**src/rtl/debug_slave.sv**
```systemverilog
// rtl/debug_slave.sv - debug register slave driving CPU run control, register file and memory
// Host writes CMD/ADDRESS/DATA, raises req, and waits for a single ack pulse.
module debug_slave (
  input  logic        i_clk,
  input  logic        i_rst,
  input  logic [1:0]  i_addr,
  input  logic [31:0] i_write_data,
  input  logic        i_wr_en,
  input  logic        i_req,
  output logic        o_ack,
  output logic [31:0] o_read_data,
  output logic        o_halt_req,
  output logic        o_run_req,
  output logic        o_step_req,
  input  logic        i_cpu_halted,
  output logic [3:0]  o_reg_sel,
  output logic [31:0] o_reg_wr_val,
  output logic        o_reg_wr_en,
  input  logic [31:0] i_reg_rd_val,
  output logic [31:0] o_mem_addr,
  output logic [31:0] o_mem_wr_data,
  output logic        o_mem_wr_en,
  output logic        o_mem_access,
  input  logic [31:0] i_mem_rd_data,
  input  logic        i_mem_ack
);

  localparam logic [2:0] S_IDLE      = 3'd0;
  localparam logic [2:0] S_EXEC      = 3'd1;
  localparam logic [2:0] S_HALT_WAIT = 3'd2;
  localparam logic [2:0] S_STEP_WAIT = 3'd3;
  localparam logic [2:0] S_MEM_WAIT  = 3'd4;
  localparam logic [2:0] S_ACK       = 3'd5;

  localparam logic [3:0] C_HALT   = 4'd0;
  localparam logic [3:0] C_RUN    = 4'd1;
  localparam logic [3:0] C_STEP   = 4'd2;
  localparam logic [3:0] C_RD_REG = 4'd3;
  localparam logic [3:0] C_WR_REG = 4'd4;
  localparam logic [3:0] C_RD_MEM = 4'd5;
  localparam logic [3:0] C_WR_MEM = 4'd6;

  logic [2:0]  r_state;
  logic [2:0]  w_next;
  logic [3:0]  r_cmd;
  logic [31:0] r_addr;
  logic [31:0] r_data;
  logic        r_err;
  logic        r_step_seen;
  logic        r_ack_d;
  logic        w_busy;
  logic        w_start;
  logic        w_live;
  logic        w_exec;
  logic        w_needs_halt;
  logic        w_mem_access;

  assign w_busy       = (r_state != S_IDLE);
  // r_ack_d masks req in the cycle after ack so a still-high req is not re-taken
  assign w_start      = (r_state == S_IDLE) && i_req && !r_ack_d;
  assign w_live       = !i_rst;
  assign w_exec       = w_live && (r_state == S_EXEC);
  assign w_needs_halt = (r_cmd == C_STEP) || (r_cmd == C_RD_REG) || (r_cmd == C_WR_REG);
  assign w_mem_access = w_live && (r_state == S_MEM_WAIT);

  always_comb begin
    w_next = r_state;
    case (r_state)
      S_IDLE:      if (w_start) w_next = S_EXEC;
      S_EXEC: begin
        case (r_cmd)
          C_HALT:             w_next = i_cpu_halted ? S_ACK : S_HALT_WAIT;
          C_STEP:             w_next = i_cpu_halted ? S_STEP_WAIT : S_ACK;
          C_RD_MEM, C_WR_MEM: w_next = S_MEM_WAIT;
          default:            w_next = S_ACK;
        endcase
      end
      S_HALT_WAIT: if (i_cpu_halted) w_next = S_ACK;
      S_STEP_WAIT: if (r_step_seen && i_cpu_halted) w_next = S_ACK;
      S_MEM_WAIT:  if (i_mem_ack) w_next = S_ACK;
      default:     w_next = S_IDLE;
    endcase
  end

  always_ff @(posedge i_clk) begin
    if (i_rst) begin
      r_state     <= S_IDLE;
      r_cmd       <= 4'd0;
      r_addr      <= 32'd0;
      r_data      <= 32'd0;
      r_err       <= 1'b0;
      r_step_seen <= 1'b0;
      r_ack_d     <= 1'b0;
    end else begin
      r_state     <= w_next;
      r_ack_d     <= (r_state == S_ACK);
      // halted must be observed at least two cycles after the step pulse
      r_step_seen <= (r_state == S_STEP_WAIT);
      if (i_wr_en && !w_busy) begin
        case (i_addr)
          2'd0:    r_cmd  <= i_write_data[3:0];
          2'd1:    r_addr <= i_write_data;
          2'd2:    r_data <= i_write_data;
          default: ;
        endcase
      end
      if (w_start) r_err <= 1'b0;
      if (r_state == S_EXEC) begin
        if (w_needs_halt && !i_cpu_halted) r_err <= 1'b1;
        if ((r_cmd == C_RD_REG) && i_cpu_halted) r_data <= i_reg_rd_val;
      end
      if ((r_state == S_MEM_WAIT) && i_mem_ack && (r_cmd == C_RD_MEM)) r_data <= i_mem_rd_data;
    end
  end

  always_comb begin
    o_read_data = 32'd0;
    case (i_addr)
      2'd0:    o_read_data = {28'b0, r_cmd};
      2'd1:    o_read_data = r_addr;
      2'd2:    o_read_data = r_data;
      default: o_read_data = {29'b0, r_err, w_busy, i_cpu_halted};
    endcase
  end

  // every output is held low while reset is asserted
  assign o_ack         = w_live && (r_state == S_ACK);
  assign o_halt_req    = w_exec && (r_cmd == C_HALT) && !i_cpu_halted;
  assign o_run_req     = w_exec && (r_cmd == C_RUN);
  assign o_step_req    = w_exec && (r_cmd == C_STEP) && i_cpu_halted;
  assign o_reg_wr_en   = w_exec && (r_cmd == C_WR_REG) && i_cpu_halted;
  assign o_reg_sel     = {4{w_live}} & r_addr[3:0];
  assign o_reg_wr_val  = {32{w_live}} & r_data;
  assign o_mem_addr    = {32{w_live}} & r_addr;
  assign o_mem_wr_data = {32{w_live}} & r_data;
  assign o_mem_access  = w_mem_access;
  assign o_mem_wr_en   = w_mem_access && (r_cmd == C_WR_MEM);

endmodule

```
**config.mk**
```make
export PLATFORM = sky130hd
export DESIGN_NAME = debug_slave
export DESIGN_NICKNAME = d
export VERILOG_FILES = /design/src/rtl/debug_slave.sv
export SDC_FILE = /design/constraint.sdc
export NUM_CORES = 1
export LEC_CHECK = 0
export CORE_MARGIN = 5
export CORE_UTILIZATION = 39
export DETAILED_ROUTE_END_ITERATION = 7
export PLACE_DENSITY_LB_ADDON = 0.2
export SETUP_SLACK_MARGIN = 0.3
export SYNTH_ARGS = -nofsm -noshare
export SYNTH_HDL_FRONTEND = slang
export SYNTH_SLANG_ARGS = --single-unit
```
**constraint.sdc**
```tcl
create_clock -name i_clk -period 3.1 [get_ports i_clk]
set_clock_uncertainty 0.05 [all_clocks]
set_input_delay 0.775 -clock i_clk [delete_from_list [all_inputs] [get_ports i_clk]]
set_output_delay 0.775 -clock i_clk [all_outputs]
set_load 0.01 [all_outputs]
```
# Word-level counts from Yosys, hierarchy flattened
# Cells that the tools add are included.
[word_totals]
romBits = 0
latchBits = 0
ff_bits = 74
mem_count = 0
ramBits = 0
[classes]
n_bitwise = 3
n_eq_ne = 17
div = 0
n_mul = 0
n_reduce_logical = 33
n_shift = 0
addsub = 0
magnitude_cmp = 0
n_mux = 17
[op_table]
columns = ["cell", "count"]
rows = [
  ["$mux 32", 5],
  ["$pmux 32 s3", 1],
  ["$and 32x32->32", 2],
  ["$logic_and 1x1->1", 19],
  ["$mux 3", 6],
  ["$pmux 3 s5", 1],
  ["$eq 4x3->1 const B", 3],
  ["$pmux 3 s3", 1],
  ["$eq 4x2->1 const B", 2],
  ["$ne 2x2->1 const B", 4],
  ["$eq 3x2->1 const B", 2],
  ["$eq 3x3->1 const B", 2],
  ["$and 4x4->4", 1],
  ["$eq 4x1->1 const B", 1],
  ["$logic_not 1->1", 4],
  ["$logic_not 4->1", 1],
  ["$reduce_and 2->1", 2],
  ["$reduce_and 4->1", 1],
  ["$eq 3x1->1 const B", 1],
  ["$logic_not 3->1", 1],
  ["$mux 1", 3],
  ["$reduce_bool 3->1", 1],
  ["$eq 2x1->1 const B", 1],
  ["$eq 2x2->1 const B", 1],
  ["3 further kinds", 4],
]

# Longest topological paths before layout
# Gate-level depths: netlist of run 1.
[depth]
word_depth = 7
ltp_mapped = 7
mapped_depth_nobuf = 4

# Worst setup path after synthesis of run 1
# Ideal clock, no wire load.
[synth_path]
path_kind = "input to output"
start = "in i_addr[1]"
end = "out o_read_data[23]"
stages = 5
n_path_buf = 3
slack_ns = 0.337
t_arrival_ns = 1.938
cell_sequence = "buf_2 nor2b_1 clkbuf_1 buf_1 a22o_1"
[synth_via]
elab_chain_cells = 2
elab_cells_between_ends = 4
classes_between = "eq/ne: 2; mux: 1; reduce/logical: 1"
[synth_lines]
columns = ["item", "line_no", "rtl"]
rows = [
  ["from (decl)", "6", "input logic [1:0] i_addr,"],
  ["$eq 2x2->1, or another cell as far along", "118", "case (i_addr)"],
  ["$pmux 32 s3 *", "118", ""],
  ["to (decl)", "11", "output logic [31:0] o_read_data,"],
]
# Every way passes the cells marked *; elsewhere a longest branch is shown, timed or not.

# Worst setup path in the final report of run 1
[layout_path]
start = "in i_addr[1]"
end = "out o_read_data[19]"
# The elaborated chain is that of the path after synthesis.

==> impl_metrics.py, run 1 <==
metrics = {
    "run_status": {
        "status": "complete, no violations",
    },
    "floorplanning": {
        "die-area_mm2": 0.0132,
        "core_area_mm2": 0.0108,
        "core.rowCount": 38,
        "initial_core_util": 0.396,
        "fp.dieH_um": 115,
        "die-width_um": 115,
        "io_pins": 243,
    },
    "clocking": {
        "cts-root-buf": "clkbuf_8",
        "worstSkewPairLatency_ns": 0.34,
        "clk_pin_slew_ns": 0.07,
        "cts_buffers": 9,
        "cts_sinks": 74,
        "cts-htree-levels": 3,
        "clock_path_buffers": 2,
        "cts_tree": "done",
    },
    "critical_path": {
        "startpoint_type": "input pin",
        "worstPathMaxFanout": 8,
        "crit_type": "in -> out",
        "worstPathArrival_ns": 1.94,
        "r2r-start": "r_cmd[0]",
        "r2r_slack_ns": 0.93,
        "r2r_end": "r_data[27]",
        "reg2reg_depth": 4,
        "cp-end-kind": "output port",
        "critPathRequiredTime_ns": 2.27,
    },
    "sta": {
        "fmax_ghz": 0.361,
        "min_period_over_period": 0.893,
        "finalSetupTns_ns": 0,
        "worst_pin_slew_ns": 0.709,
        "drv_slew": 0,
        "slew_headroom": 0.527,
        "setup_viol": 0,
        "final-hold-violation-count": 0,
        "finalCriticalPeriod_ns": 2.77,
        "rsz0062_at_grt": "true",
    },
    "synthesis": {
        "synthArstFlopShare": 0,
        "netlist_instances": 518,
        "synth_most_common_cell": "dfxtp_1",
        "synth_warnings": 0,
        "yosysSeqAreaShare": 0.347,
        "synth_fp_nets": 622,
        "synth-edff-count": 0,
        "synth_xor_area_frac": 0.00205,
        "synthAdderAreaFrac": 0,
        "yosysTopAreaCellShare": 0.347,
        "synth_commonest_cells": "dfxtp_1, nand2_1, nor2b_1",
        "synth_mux_area_frac": 0.102,
        "yosys.area.top_type": "dfxtp_1",
        "yosys.area_share.simple": 0.221,
        "synth_top_family_by_area": "simple AND/OR/NAND/NOR gates",
        "synthTopCellsByArea": "dfxtp_1, nor2b_1, mux2i_1",
        "synth_compound_area_frac": 0.208,
        "netlist-cell-type-count": 38,
        "synth_area_mm2": 0.00427,
        "syn_avg_cell_area_um2": 8.25,
        "ys_ff_latch": 74,
        "synth-main-ff-cell": "dfxtp_1",
    },
    "worst_hold_path": {
        "hold_depth": 2,
        "min_from": "r_err",
        "hold_class": "reg -> reg",
        "whs_endpoint": "r_err",
    },
    "power_and_ir_drop": {
        "leakagePower_nw": 3.89,
        "powerDensity_mw_per_mm2": 341,
        "ir_drop_mv": 0.255,
        "power.total_mw": 2.44,
    },
    "routing": {
        "dr.pass1.iters": 5,
        "wire_per_inst_um": 19.9,
        "routed_wl_mm": 17.5,
        "vias_per_cell": 5.30,
        "ant_nets": 0,
        "drc_errors": 0,
        "vias": 4660,
        "drt_iter0_drc": 253,
    },
    "finish": {
        "num-nets-final": 839,
        "stdcell_area_mm2": 0.00716,
        "drive_above_1_share": 0.134,
        "seq_area_mm2": 0.00148,
        "nFillCells": 908,
        "area_delta_synth_final_pct": 67.6,
        "multi_input_area_mm2": 0.00235,
        "antennaDiodeCount": 0,
    },
    "place": {
        "postPlaceCellArea_mm2": 0.00668,
        "routabilityCongestion": 0.872,
        "post-dp-hpwl_mm": 12.1,
        "portBuffers": 242,
    },
    "global_routing": {
        "grt_antenna_before_repair": 0,
        "grt_pass1_wl_mm": 26.4,
        "grtUsageTotal": 0.260,
        "grt_max_degree": 34,
        "grt_overflow": 0,
        "first_global_vias": 4872,
    },
    "job": {
        "cap_violations": 0,
    },
}
[layout make-up]
cell class                 instances  share of cell area
inverter                           4             0.00210
tap                              140              0.0245
timing repair buffer             287               0.417
clock buffer                      12              0.0189
sequential                        74               0.207
multi-input combinational        359               0.328
clock inverter                     3             0.00245
[worst max path at each step]
| stage | from | cells past startpoint | end |
|---|---|---|---|
| 6_report | i_addr[1] | 8 | o_read_data[19] |
| 5_1_grt | i_addr[1] | 7 | o_read_data[25] |
| 4_1_cts | i_addr[1] | 7 | o_read_data[18] |
| 3_5_place_dp | i_addr[1] | 4 | o_read_data[1] |
| 3_3_place_gp | i_addr[1] | 4 | o_read_data[0] |
| 2_1_floorplan | i_addr[1] | 5 | o_read_data[23] |
[state kept, by name, indices dropped and copies added (netlist names)]
name         cells
r_state          3
r_addr          32
r_data          32
r_ack_d          1
r_err            1
r_step_seen      1
r_cmd            4
[worst max-delay path, stage by stage]
cell and delay [ns]:
clkbuf_2 0.12, buf_4 0.12, nor2b_4 0.04, buf_12 0.13, buf_12 0.12, buf_16 0.13
a22o_1 0.22, dlygate4sd2_1 0.28
[placed cells by master (no fill, tap or decap), types with 10 or more instances in the layout]
master,netlist,layout
dfxtp_1,74,72
dlymetal6s2s_1,0,40
nor2b_1,72,67
a22oi_1,32,32
clkdlybuf4s15_2,0,13
nand2_1,72,72
buf_4,39,28
nor2_1,11,10
o21ai_1,15,15
a21oi_1,36,36
a22o_1,29,29
mux2i_1,37,37
clkdlybuf4s50_1,0,104
dlygate4sd2_1,0,70
o21ai_0,22,22
[power by group]
part	total, mW	switching, mW	leakage, nW	internal, mW
sequential	1.08	0.0722	0.600	1.01
combinational	0.730	0.329	3.21	0.402
clock	0.628	0.343	0.0762	0.285
[repair_timing]
action,4_1_cts,5_1_grt
buffers inserted,6,2
cloned,6,0
setup endpoints to repair,134,71
resized for setup,162,53
hold buffers,0,0
[cell families (layout without fill, tap and decap cells)]
family / Yosys count / in the layout
mux: 40 / 40
buf+inv: 85 / 306
xor+xnor: 1 / 1
flops: 74 / 74
compound gates: 138 / 138
simple gates: 180 / 180
[stage by stage]
| stage | setup WS (ns) | hold WS (ns) | utilization | cells |
|---|---|---|---|---|
| 3_5_place_dp | -0.192 | 0.411 | 0.619 | 850 |
| 5_1_grt | 0.289 | 0.447 | 0.664 | 879 |
| 4_1_cts | 0.195 | 0.421 | 0.653 | 877 |
| 2_1_floorplan | 0.337 | 0.383 | - | 518 |
| 3_3_place_gp | -0.176 | 0.407 | 0.619 | 850 |
| 6_report | 0.333 | 0.420 | 0.664 | 879 |
[routing by layer]
| metal | vias to the layer above | wire (um) | global-route usage |
|---|---|---|---|
| met5 | - | 0 | 0 |
| met4 | 0 | 459 | 0.0926 |
| met3 | 35 | 1600 | 0.0671 |
| met2 | 237 | 8560 | 0.447 |
| met1 | 2173 | 6840 | 0.312 |
| li1 | 2215 | - | - |
Power figures use the tool's default switching activity.
==> run 2: changes to the inputs <==
--- a/config.mk
+++ b/config.mk
@@ -6,8 +6,9 @@
 export NUM_CORES = 1
 export LEC_CHECK = 0
 export CORE_MARGIN = 5
-export CORE_UTILIZATION = 39
+export CORE_UTILIZATION = 60
 export DETAILED_ROUTE_END_ITERATION = 7
+export DONT_BUFFER_PORTS = 1
 export PLACE_DENSITY_LB_ADDON = 0.2
 export SETUP_SLACK_MARGIN = 0.3
 export SYNTH_ARGS = -nofsm -noshare
==> impl_metrics.py, run 2 (synthesized netlist as in run 1, its figures left out) <==
metrics = {
    "run_status": {
        "status": "complete, no violations",
    },
    "critical_path": {
        "startpoint_type": "flip-flop",
        "crit_slowest_cell": "or4b_4",
        "path_cells": "or4b_4 -> nor4_1 -> buf_4",
        "r2r-start": "r_cmd[0]",
        "r2r_end": "r_data[28]",
        "crit_start": "r_state[0]",
        "crit_path_max_incr_delay_ns": 0.62,
        "cp-end-kind": "output port",
        "crit_type": "reg -> out",
        "reg2reg_depth": 5,
        "worstPathArrival_ns": 1.84,
        "critPathRequiredTime_ns": 2.27,
        "worstPathMaxFanout": 12,
        "r2r_slack_ns": 0.97,
    },
    "clocking": {
        "cts_tree": "done",
        "cts-root-buf": "clkbuf_8",
        "clk_pin_slew_ns": 0.07,
        "worstSkewPairLatency_ns": 0.33,
        "cts_sinks": 74,
        "cts_buffers": 9,
        "cts-htree-levels": 3,
        "clock_path_buffers": 2,
        "cts_setup_buffers": 0,
    },
    "sta": {
        "fmax_ghz": 0.376,
        "slew_headroom": 0.521,
        "final-hold-violation-count": 0,
        "setup_viol": 0,
        "fin_ws_ns": 0.437,
        "min_period_over_period": 0.859,
        "hold-worst-slack_ns": 0.413,
        "finalSetupTns_ns": 0,
        "rsz0062_at_grt": "false",
        "worst_pin_slew_ns": 0.719,
        "drv_slew": 0,
        "finalCriticalPeriod_ns": 2.66,
    },
    "finish": {
        "layout.cells.non_filler": 562,
        "antennaDiodeCount": 0,
        "mostFrequentLayoutCells": "dfxtp_1, nand2_1, nor2b_1",
        "final_common_cell": "dfxtp_1",
        "stdcell_area_mm2": 0.00425,
        "area_delta_synth_final_pct": -0.527,
        "drive_above_1_share": 0.0880,
        "num-nets-final": 566,
        "final_util": 0.619,
        "largest_registers": "r_addr: 32 flops, r_data: 32 flops, r_cmd: 4 flops",
    },
    "routing": {
        "vias_per_cell": 6.45,
        "ant_nets": 0,
        "wire_per_inst_um": 21.7,
        "dr.pass1.iters": 4,
        "drt_iter0_drc": 150,
        "routed_wl_mm": 12.2,
        "vias": 3627,
        "drc_errors": 0,
    },
    "global_routing": {
        "use_met1": 0.328,
        "grt_overflow": 0,
        "grt_antenna_before_repair": 0,
        "grtUsageTotal": 0.264,
        "grt_pass1_wl_mm": 18.5,
        "grt_max_degree": 110,
        "groute.layer.met2.usage": 0.437,
        "first_global_vias": 3524,
        "grt-busiest-layer": "met2",
        "use_met3": 0.0733,
    },
    "job": {
        "cap_violations": 0,
    },
    "worst_hold_path": {
        "hold_class": "reg -> reg",
        "whs_endpoint": "r_err",
        "hold_depth": 2,
        "min_from": "r_err",
    },
    "place": {
        "dpl.cell_count": 547,
        "post-dp-hpwl_mm": 8.73,
        "routabilityCongestion": 0.850,
        "postPlaceCellArea_mm2": 0.00403,
        "dp_slack_ns": 0.543,
        "portBuffers": 0,
    },
    "floorplanning": {
        "fp.dieH_um": 94.4,
        "io_pins": 243,
        "die-width_um": 94.4,
        "core_area_mm2": 0.00687,
        "core.rowCount": 30,
        "die-area_mm2": 0.00891,
        "initial_core_util": 0.622,
    },
    "power_and_ir_drop": {
        "power.total_mw": 2.26,
        "ir_drop_mv": 0.334,
        "powerDensity_mw_per_mm2": 531,
        "leakagePower_nw": 1.71,
    },
}
[run 2: cell count changes in the layout (fill, tap and decap cells not counted), sizes merged]
| cell | previous run | this run |
|---|---|---|
| clkdlybuf4s50 | 104 | 0 |
| dlygate4sd2 | 70 | 0 |
| dlymetal6s2s | 40 | 0 |
| buf | 50 | 14 |
| clkdlybuf4s15 | 16 | 0 |
| clkbuf | 17 | 10 |
| bufbuf | 2 | 0 |
| bufinv | 0 | 2 |
| clkinv | 2 | 3 |
| clkinvlp | 1 | 0 |
[run 2: worst max-delay path by stage]
stage | end | slack [ns]
floorplan | o_read_data[23] | 0.34
global placement | o_mem_wr_en | 0.58
detailed placement | o_mem_wr_en | 0.54
CTS | o_reg_wr_en | 0.37
global route | o_read_data[1] | 0.38
finish | o_mem_wr_en | 0.44
[run 2: routing by layer]
metal | vias to the layer above | wire [um]
met5 | - | 0
met4 | 0 | 228
met3 | 22 | 1100
met2 | 193 | 6110
met1 | 1748 | 4770
li1 | 1664 | -
[run 2: critical path: cells and delay by family, from the launching register on]
family	cells	cell delay, ns
simple gates	2	0.90
flops	1	0.42
buf+inv	1	0.18
[run 2: final cells by class]
cell class / instances / area (um2)
clock buffer: 10 / 138
clock inverter: 5 / 78.8
fill: 626 / 2620
inverter: 4 / 15.0
multi-input combinational: 359 / 2310
sequential: 74 / 1480
tap: 96 / 120
timing repair buffer: 14 / 105
[run 2: power by group]
part	switching [mW]	internal (mW)	total (mW)	leakage [nW]
sequential	0.0760	1.01	1.09	0.600
clock	0.348	0.470	0.818	0.112
combinational	0.207	0.144	0.351	0.996
[run 2: what timing repair did]
| item | 4_1_cts | 5_1_grt |
|---|---|---|
| hold buffers | 0 | 0 |
| endpoints found under the setup margin | 0 | 2 |
| resized for setup | 0 | 2 |
==> run 3: changes to the inputs <==
--- a/config.mk
+++ b/config.mk
@@ -5,9 +5,9 @@
 export SDC_FILE = /design/constraint.sdc
 export NUM_CORES = 1
 export LEC_CHECK = 0
-export CORE_MARGIN = 5
-export CORE_UTILIZATION = 60
+export CORE_AREA = 2 2 93 95
 export DETAILED_ROUTE_END_ITERATION = 7
+export DIE_AREA = 0 0 95 97
 export DONT_BUFFER_PORTS = 1
 export PLACE_DENSITY_LB_ADDON = 0.2
 export SETUP_SLACK_MARGIN = 0.3
==> impl_metrics.py, run 3 (synthesized netlist as in run 1, its figures left out) <==
metrics = {
    "clocking": {
        "cts_sinks": 74,
        "cts_resized": 0,
        "cts-root-buf": "clkbuf_8",
        "cts_buffers": 9,
        "cts-htree-levels": 3,
        "worstSkewPairLatency_ns": 0.34,
        "cts_tree": "done",
        "cts_setup_buffers": 0,
        "clk_pin_slew_ns": 0.07,
        "clock_path_buffers": 2,
        "cts-hold-fix-buffers": 0,
    },
    "finish": {
        "largest_registers": "r_addr: 32 flops, r_data: 32 flops, r_cmd: 4 flops",
        "antennaDiodeCount": 0,
        "nFillCells": 771,
        "stdcell_area_mm2": 0.00429,
        "final_common_cell": "dfxtp_1",
        "area_delta_synth_final_pct": 0.322,
        "num-nets-final": 566,
        "mostFrequentLayoutCells": "dfxtp_1, nand2_1, nor2b_1",
        "drive_above_1_share": 0.0878,
    },
    "critical_path": {
        "worstPathMaxFanout": 109,
        "startpoint_type": "input pin",
        "critPathRequiredTime_ns": 2.27,
        "cp-end-kind": "output port",
        "crit_type": "in -> out",
        "path_cells": "or4b_4 -> nor4_1 -> buf_4",
        "r2r-start": "r_cmd[2]",
        "crit_slowest_cell": "or4b_4",
        "crit_path_max_incr_delay_ns": 0.55,
        "r2r_slack_ns": 0.98,
        "reg2reg_depth": 4,
        "worstPathArrival_ns": 1.80,
        "r2r_end": "r_data[22]",
    },
    "global_routing": {
        "grtUsageTotal": 0.247,
        "grt_overflow": 0,
        "first_global_vias": 3533,
        "grt_max_degree": 110,
        "grt_pass1_wl_mm": 18.0,
        "grt_antenna_before_repair": 0,
    },
    "floorplanning": {
        "initial_core_util": 0.525,
        "die-area_mm2": 0.00922,
        "core.rowCount": 33,
        "die-width_um": 95,
        "fp.dieH_um": 97,
        "io_pins": 243,
        "core_area_mm2": 0.00813,
    },
    "place": {
        "portBuffers": 0,
        "post-dp-hpwl_mm": 8.09,
        "routabilityCongestion": 0.815,
        "postPlaceCellArea_mm2": 0.00405,
    },
    "run_status": {
        "status": "complete, no violations",
    },
    "power_and_ir_drop": {
        "powerDensity_mw_per_mm2": 536,
        "ir_drop_mv": 0.287,
        "intPower_mw": 1.66,
        "seq_power_share": 0.472,
        "leakagePower_nw": 1.72,
        "switching_share": 0.276,
        "combPwrFrac": 0.158,
        "switching_power_mw": 0.634,
        "pwr-share-clk": 0.370,
        "power.total_mw": 2.30,
    },
    "routing": {
        "drc_errors": 0,
        "ant_nets": 0,
        "vias_per_cell": 6.21,
        "routed_wl_mm": 11.4,
        "drt_iter0_drc": 156,
        "wire_per_inst_um": 19.9,
        "vias": 3552,
        "dr.pass1.iters": 5,
    },
    "sta": {
        "finalCriticalPeriod_ns": 2.62,
        "fmax_ghz": 0.381,
        "finalSetupTns_ns": 0,
        "slew_headroom": 0.542,
        "worst_pin_slew_ns": 0.687,
        "rsz0062_at_grt": "false",
        "min_period_over_period": 0.847,
        "setup_viol": 0,
        "drv_slew": 0,
        "final-hold-violation-count": 0,
    },
    "worst_hold_path": {
        "hold_class": "reg -> reg",
        "min_from": "r_err",
        "hold_depth": 2,
        "whs_endpoint": "r_err",
    },
    "job": {
        "cap_violations": 0,
    },
}
-- run 3: cell types whose count changed in the layout (fill, tap and decap cells not counted), sizes merged --
cell / delta
clkinv: -1
clkbuf: +2
-- run 3: worst max path at each step --
| stage | start | endpoint | slack [ns] | depth (start not counted) |
|---|---|---|---|---|
| after floorplan | i_addr[1] | o_read_data[23] | 0.34 | 5 |
| after global placement | i_rst | o_mem_wr_en | 0.54 | 3 |
| after detailed placement | i_rst | o_mem_wr_en | 0.56 | 3 |
| after CTS | r_state[0] | o_reg_wr_en | 0.35 | 3 |
| after global routing | r_state[0] | o_reg_wr_en | 0.33 | 3 |
| final | i_rst | o_mem_wr_en | 0.48 | 3 |
-- run 3: area by class of cell --
class                           count  area [um2]  share of cell area
Tap cell                          105         131              0.0306
Multi-Input combinational cell    359        2310               0.539
Clock buffer                       12         155              0.0362
Timing Repair Buffer               14         118              0.0274
Sequential cell                    74        1480               0.346
Clock inverter                      4        73.8              0.0172
Inverter                            4        15.0             0.00350
-- run 3: critical path, delay by kind of cell --
kind,cells,cell delay (ns)
simple gates,2,0.79
buf+inv,1,0.17
-- run 3: power by group through the flow --
stage	logic, mW	registers, mW	clock network [mW]
finish	0.364	1.08	0.850
global route	0.407	1.09	0.910
CTS	0.363	1.08	0.870
detailed placement	0.361	1.10	0
global placement	0.356	1.10	0
floorplan	0.354	1.06	0
-- run 3: metrics by stage --
stage          setup slack [ns]  std cells  utilization  hold slack [ns]
6_report                  0.476        572        0.527            0.412
5_1_grt                   0.333        572        0.527            0.423
4_1_cts                   0.349        572        0.526            0.410
3_5_place_dp              0.558        556        0.498            0.399
3_3_place_gp              0.543        556        0.498            0.388
2_1_floorplan             0.337        518            -            0.383
-- run 3: per-layer routing --
layer / vias up / global-route usage / share of wire
met3: 12 / 0.0654 / 0.094
met5: - / 0 / 0
met2: 188 / 0.429 / 0.51
met4: 0 / 0.0814 / 0.013
li1: 1662 / - / -
met1: 1690 / 0.290 / 0.38
